### config.mk
export PLATFORM = sky130hd
export DESIGN_NAME = vga_timing_gen
export DESIGN_NICKNAME = d
export VERILOG_FILES = /design/src/rtl/vga_timing_gen.sv
export SDC_FILE = /design/constraint.sdc
export NUM_CORES = 1
export LEC_CHECK = 0
export CAP_MARGIN = 20
export CORE_MARGIN = 2
export CORE_UTILIZATION = 47
export DETAILED_ROUTE_END_ITERATION = 8
export GPL_TIMING_DRIVEN = 0
export PLACE_DENSITY = 0.84
export SKIP_CTS_REPAIR_TIMING = 1
export SLEW_MARGIN = 0
export SYNTH_ARGS = -nofsm -noshare
export SYNTH_HDL_FRONTEND = slang
export SYNTH_SLANG_ARGS = --single-unit
### constraint.sdc
create_clock -name clk -period 3.9 [get_ports clk]
set_input_delay 0.78 -clock clk [delete_from_list [all_inputs] [get_ports clk]]
set_output_delay 0.78 -clock clk [all_outputs]
set_load 0.02 [all_outputs]
### src/rtl/vga_timing_gen.sv
// vga_timing_gen: programmable raster timing generator with a Wishbone control/status slave
module vga_timing_gen #(
    parameter int H_ACTIVE = 640,
    parameter int H_FP     = 16,
    parameter int H_SYNC   = 96,
    parameter int H_BP     = 48,
    parameter int V_ACTIVE = 480,
    parameter int V_FP     = 10,
    parameter int V_SYNC   = 2,
    parameter int V_BP     = 33,
    parameter bit SYNC_POL = 1'b0,
    parameter int CLK_DIV  = 1
) (
    input  logic        clk,
    input  logic        reset,
    input  logic [31:0] wb__adr,
    input  logic [31:0] wb__dat_w,
    output logic [31:0] wb__dat_r,
    input  logic [3:0]  sel,
    input  logic        wb__cyc,
    input  logic        wb__stb,
    input  logic        wb__we,
    output logic        wb__ack,
    output logic        pix_en,
    output logic        hsync,
    output logic        vsync,
    output logic        de,
    output logic [10:0] x,
    output logic [10:0] y,
    output logic        frame_start,
    output logic        irq
);
    localparam int H_TOTAL = H_ACTIVE + H_FP + H_SYNC + H_BP;
    localparam int V_TOTAL = V_ACTIVE + V_FP + V_SYNC + V_BP;
    localparam int DW = CLK_DIV > 1 ? $clog2(CLK_DIV) : 1;

    logic [DW-1:0] div_q, div_d;
    logic [10:0]   x_q, x_d, y_q, y_d;
    logic [31:0]   fcnt_q, fcnt_d, dat_r_q, dat_r_d, rdata;
    logic          live_q, en_q, en_d, irq_en_q, irq_en_d, pend_q, pend_d, ack_q, ack_d;
    logic          run, x_last, y_last, wrap, ev, hs, vs, in_vb, req, wr, wr_ctrl, w1c;
    logic          unused_ok;

    assign unused_ok = ^{wb__adr[31:4], wb__adr[1:0], wb__dat_w[31:2], sel[3:1]};

    // Raster counters, sync decode, register file next-state and Wishbone handshake
    always_comb begin
        run         = en_q & live_q;
        pix_en      = run & (div_q == DW'(CLK_DIV - 1));
        x_last      = x_q == 11'(H_TOTAL - 1);
        y_last      = y_q == 11'(V_TOTAL - 1);
        wrap        = pix_en & x_last & y_last;
        ev          = pix_en & (x_q == 11'd0) & (y_q == 11'(V_ACTIVE));
        div_d       = (!run || pix_en) ? '0 : div_q + DW'(1);
        x_d         = !run ? '0 : pix_en ? (x_last ? '0 : x_q + 11'd1) : x_q;
        y_d         = !run ? '0 : (pix_en & x_last) ? (y_last ? '0 : y_q + 11'd1) : y_q;
        x           = run ? x_q : '0;
        y           = run ? y_q : '0;
        de          = run & (x_q < 11'(H_ACTIVE)) & (y_q < 11'(V_ACTIVE));
        hs          = run & (x_q >= 11'(H_ACTIVE + H_FP)) & (x_q < 11'(H_ACTIVE + H_FP + H_SYNC));
        vs          = run & (y_q >= 11'(V_ACTIVE + V_FP)) & (y_q < 11'(V_ACTIVE + V_FP + V_SYNC));
        hsync       = SYNC_POL ? hs : ~hs;
        vsync       = SYNC_POL ? vs : ~vs;
        frame_start = pix_en & (x_q == 11'd0) & (y_q == 11'd0);
        in_vb       = run & (y_q >= 11'(V_ACTIVE));
        wb__ack     = ack_q & wb__cyc & wb__stb;
        req         = wb__cyc & wb__stb & ~ack_q;
        wr          = wb__ack & wb__we & sel[0];
        wr_ctrl     = wr & (wb__adr[3:2] == 2'd0);
        w1c         = wr & (wb__adr[3:2] == 2'd1) & wb__dat_w[0];
        en_d        = wr_ctrl ? wb__dat_w[0] : en_q;
        irq_en_d    = wr_ctrl ? wb__dat_w[1] : irq_en_q;
        pend_d      = ev | (pend_q & ~w1c);
        fcnt_d      = fcnt_q + {31'd0, wrap};
        rdata       = wb__adr[3:2] == 2'd0 ? {30'd0, irq_en_q, en_q}
                    : wb__adr[3:2] == 2'd1 ? {30'd0, in_vb, pend_q}
                    : wb__adr[3:2] == 2'd2 ? fcnt_q
                    : {5'd0, y, 5'd0, x};
        dat_r_d     = req ? rdata : dat_r_q;
        ack_d       = req;
        irq         = pend_q & irq_en_q;
        wb__dat_r   = dat_r_q;
    end

    // State registers; live_q holds counting off for the clock reset is released on
    always_ff @(posedge clk) begin
        if (reset) begin
            live_q   <= 1'b0;
            en_q     <= 1'b1;
            irq_en_q <= 1'b0;
            pend_q   <= 1'b0;
            fcnt_q   <= '0;
            div_q    <= '0;
            x_q      <= '0;
            y_q      <= '0;
            ack_q    <= 1'b0;
            dat_r_q  <= '0;
        end else begin
            live_q   <= 1'b1;
            en_q     <= en_d;
            irq_en_q <= irq_en_d;
            pend_q   <= pend_d;
            fcnt_q   <= fcnt_d;
            div_q    <= div_d;
            x_q      <= x_d;
            y_q      <= y_d;
            ack_q    <= ack_d;
            dat_r_q  <= dat_r_d;
        end
    end
endmodule

**Word-level counts from Yosys, hierarchy flattened**

Index checks and enable logic that the tools add are counted.
Widths: inputs -> output; s select.

- Input bits: 73
- Register bits after elaboration: 92

- $lt $le $gt $ge: 7
- Add/sub/neg operators: 4
- Equality and inequality tests: 5
- Multiplexer cells: 8
- Bitwise operators: 32
- Reductions and logical operators: 7

Operators with widths:

| cell | count |
|---|---|
| $mux 32 | 3 |
| $mux 11 | 4 |
| $add 32x1->32 | 1 |
| $and 1x1->1 | 25 |
| $add 11x1->11 const B | 2 |
| $eq 11x10->1 const B | 2 |
| $ge 11x9->1 const B | 2 |
| $logic_not 11->1 | 2 |
| $lt 11x10->1 const B | 2 |
| $lt 11x9->1 const B | 2 |
| $eq 11x9->1 const B | 1 |
| $ge 11x10->1 const B | 1 |
| $not 1->1 | 6 |
| $reduce_or 2->1 | 2 |
| $eq 2x1->1 const B | 1 |
| $eq 2x2->1 const B | 1 |
| $logic_not 2->1 | 1 |
| $add 1x1->1 const B | 1 |
| $logic_not 1->1 | 1 |
| $logic_or 1x1->1 | 1 |
| $mux 1 | 1 |
| $or 1x1->1 | 1 |

**Longest topological paths before layout**

- Depth after elaboration: 9
- Gate-level depth with buffers: 13
- Gate-level depth less buffers: 11

**Worst setup path after synthesis**

Ideal clock, no wire load.

- Path type: reg-to-reg
- From: reg x_q[5]
- To: reg fcnt_q[30]
- Data required time: 3.779 ns
- Setup time: 0.121 ns
- Stages on the path, launching flop included: 13
- Clock period less this slack: 3.469 ns
- Setup slack: 0.431 ns
- Arrival time: 3.348 ns
- Path buffers: 3
- Cells stage by stage: dfxtp_1 buf_6 or3_4 or4_4 buf_6 nor3b_1 ha_1 ha_1 nand3_1 or3_1 clkbuf_1 nor4_1 mux2_2

- Longest elaborated chain between the ends: 4

RTL lines:

| item | RTL line | text |
|---|---|---|
| start: declaration | 38 | `logic [10:0] x_q, x_d, y_q, y_d;` |
| start signal: assignment | 94 | `x_q <= '0;` |
| start signal: assignment | 105 | `x_q <= x_d;` |
| $eq 11x10->1 | 50 | `x_last = x_q == 11'(H_TOTAL - 1);` |
| $and 1x1->1 (2 in series) | 52 | `wrap = pix_en & x_last & y_last;` |
| $add 32x1->32 | 74 | `fcnt_d = fcnt_q + {31'd0, wrap};` |
| end signal: assignment | 103 | `fcnt_q <= fcnt_d;` |
| end: declaration | 39 | `logic [31:0] fcnt_q, fcnt_d, dat_r_q, dat_r_d, rdata;` |

Every way passes these cells.
A chain may end at the register's enable or synchronous reset.

**Final worst setup path**

- From: reg x_q[5]
- To: reg fcnt_q[22]

Same word-level chain as after synthesis.

==> out/metrics.yaml <==
floorplan:
  start_util_pct: 48.4
  row_count: 35
  pin_count: 134
  die_x_um: 101
  core_um2: 9200
  die_h_um: 101
  die-area_um2: 10300
worst_setup_path:
  r2r-start: "x_q[5]"
  end_kind: "register"
  cp_max_fo: 10
  r2r_slack_ns: 0.27
  startpoint: "x_q[5]"
  reg2reg_depth: 11
  cp-start-kind: "register"
  crit_arrival_ns: 3.92
  worstSetupPathType: "register to register"
  rr_endpoint: "fcnt_q[22]"
  endpoint: "fcnt_q[22]"
  worst-endpoint-required_ns: 4.19
pwr:
  power_leakage_nw: 1.90
  totalPowerFinal_mw: 1.77
  ir_drop_v: 0.000198
  power_density_nw_per_um2: 320
detailed_routing:
  num_vias: 4254
  first_pass_iters: 5
  wl_per_cell_um: 17.5
  drtIter0Drc: 274
  wirelength_um: 12400
  drc: 0
  vias_per_cell: 6.03
  ant_nets: 0
sta:
  hold_violations: 0
  fmax_mhz: 275
  post-route-period-util_pct: 93.1
  drv_slew: 0
  rsz0062_at_grt: "false"
  tightestPinTransition_ns: 1.01
  holdWs_ns: 0.482
  fin_crit_ns: 3.63
  clock_skew_ns: 0.00795
  setup_ws_ns: 0.268
  setup_viol: 0
  timing.slew.headroom_pct: 32.4
cts:
  cts_buffers: 9
  cts.htree.levels: 3
  clkSinkCount: 92
  clk_path_buf_depth: 2
  clk_latency_ns: 0.36
  cts_tree: "done"
  root_buffer: "clkbuf_8"
  clk_pin_slew_worst_paths_ns: 0.09
yosys:
  synth_top_area_share_pct: 41.4
  ys.warnings.count: 0
  syn_nets: 593
  synth-seq-cells: 92
  syn_inst: 513
  synth_area_um2: 4450
  syn_area_per_cell_um2: 8.68
  synth_edf_count: 0
  synth_top_area_cell: "dfxtp_1"
  synth_flop_cell: "dfxtp_1"
  synthTopCellsByArea: "dfxtp_1, mux2_2, nor2_1"
  ys_seq_area_share_pct: 41.4
  synth.distinct_cells: 47
  synth-async-reset-ratio_pct: 0
placement:
  placedInstanceArea_um2: 5290
  place_ws_ns: -0.237
  io_buffers: 69
  dp_hpwl_um: 9170
  gp_congestion: 0.935
cells_and_area:
  nets: 670
  final_area_um2: 5540
  area_delta_synth_final_pct: 24.5
  fill_cells: 794
  post_route_cells_drive_above_1_share_pct: 9.08
  postLayoutCoreUtil_pct: 60.2
  antenna_cells: 0
job:
  cap_viol_max_count: 0
global_route:
  grtUsageTotal_pct: 24.2
  grt_pass1_vias: 4058
  grt_pass1_wl_um: 19800
  antenna_found_initial: 0
  grt.overflow.total: 0
  grt_max_degree: 15
run_status:
  outcome: "finished, final reports clean"
worst_hold_path:
  hold_path_class: "register to register"
  hold_start: "wb__dat_r[0]"
-- Yosys cell counts (9+ instances only) --
master and n:
nor3_1 9, xnor2_1 18, a22o_1 10, nor4_1 11
o31ai_1 13, nand2_1 26, nand4_1 19, nand3_1 17
mux2_2 22, nor2_1 64, dfxtp_1 92, and3_1 25
inv_1 17, a22oi_1 20, or3_1 13, a21oi_1 25
o21ai_0 11, clkbuf_1 27, or4_1 17
-- layout make-up --
type	count	area, um^2	area share, %
Tap cell	111	139	2.51
Sequential cell	92	1840	33.2
Buffer	29	125	2.26
Multi-Input combinational cell	371	2440	44.0
Clock inverter	3	67.6	1.22
Timing Repair Buffer	70	698	12.6
Clock buffer	13	169	3.05
Inverter	17	63.8	1.15
-- layer usage --
metal	share of wire (%)	global-route usage, %	up-vias
met3	6.0	4.62	21
li1	-	-	2017
met2	50	42.5	167
met4	1.7	5.61	0
met1	43	30.8	2049
met5	0	0	-
-- cells by family after synthesis --
group | Yosys count | share of synthesized area [%]
AO/OA/AOI/OAI | 89 | 13.5
XOR/XNOR | 24 | 4.72
adder cells (fa/ha/maj) | 7 | 1.97
buffers and inverters | 50 | 4.58
flip-flops | 92 | 41.4
multiplexers | 26 | 6.75
other | 1 | 0.0842
AND/OR/NAND/NOR | 224 | 27.0
-- registers in the layout, indices dropped and copies added (netlist names) --
name and flops:
x_q 11, pend_q 1, y_q 11, div_q 1
live_q 1, fcnt_q 32, wb__dat_r 32, irq_en_q 1
ack_q 1, en_q 1
-- stage by stage --
stage,setup TNS (ns),instances
after CTS,-1.32,709
after global routing,0,706
after global placement,-0.646,693
after floorplan,0,513
after detailed placement,-1.09,693
final,0,706
-- worst min-delay path by stage --
stage,slack [ns],cells after the start,endpoint
floorplan,0.45,1,x_q[1]
global placement,0.46,1,wb__dat_r[30]
detailed placement,0.47,2,wb__dat_r[0]
CTS,0.48,2,wb__dat_r[0]
global route,0.50,1,wb__dat_r[31]
finish,0.48,2,wb__dat_r[0]
-- power by group --
| group | internal (mW) | switching, mW |
|---|---|---|
| combinational | 0.0279 | 0.0542 |
| sequential | 0.942 | 0.00366 |
| clock | 0.414 | 0.329 |
| total | 1.38 | 0.387 |
-- worst max-delay path: stages, from the launching register on --
cell and delay, ns:
dfxtp_1 0.31, buf_6 0.13, or3_4 0.39, or4_4 0.53
buf_6 0.17, nor3b_2 0.21, ha_2 0.25, ha_1 0.22
nand3_2 0.19, or3_4 0.45, or4_1 0.55, a21oi_1 0.17
-- layout by cell type, fill, tap and decap left out, drive strengths merged, types with 2 or more instances in the layout --
cell / Yosys / layout
dfxtp: 92 / 92
clkdlybuf4s50: 0 / 69
nor2: 64 / 64
clkbuf: 27 / 36
nand2: 26 / 26
and3: 25 / 25
a21oi: 25 / 25
mux2: 22 / 22
a22oi: 20 / 20
nand4: 19 / 19
xnor2: 18 / 18
or4: 18 / 18
inv: 17 / 17
nand3: 17 / 17
or3: 14 / 14
o31ai: 13 / 13
o21ai: 12 / 12
nor4: 11 / 11
a22o: 10 / 10
nor3: 9 / 9
ha: 7 / 7
buf: 6 / 7
xor2: 6 / 6
nor2b: 5 / 5
nand4b: 4 / 4
mux2i: 3 / 3
nand3b: 2 / 2
and4b: 2 / 2
and2: 2 / 2
or2: 2 / 2
and4: 2 / 2
a211oi: 2 / 2
bufinv: 0 / 2
Power figures use the tool's default switching activity.
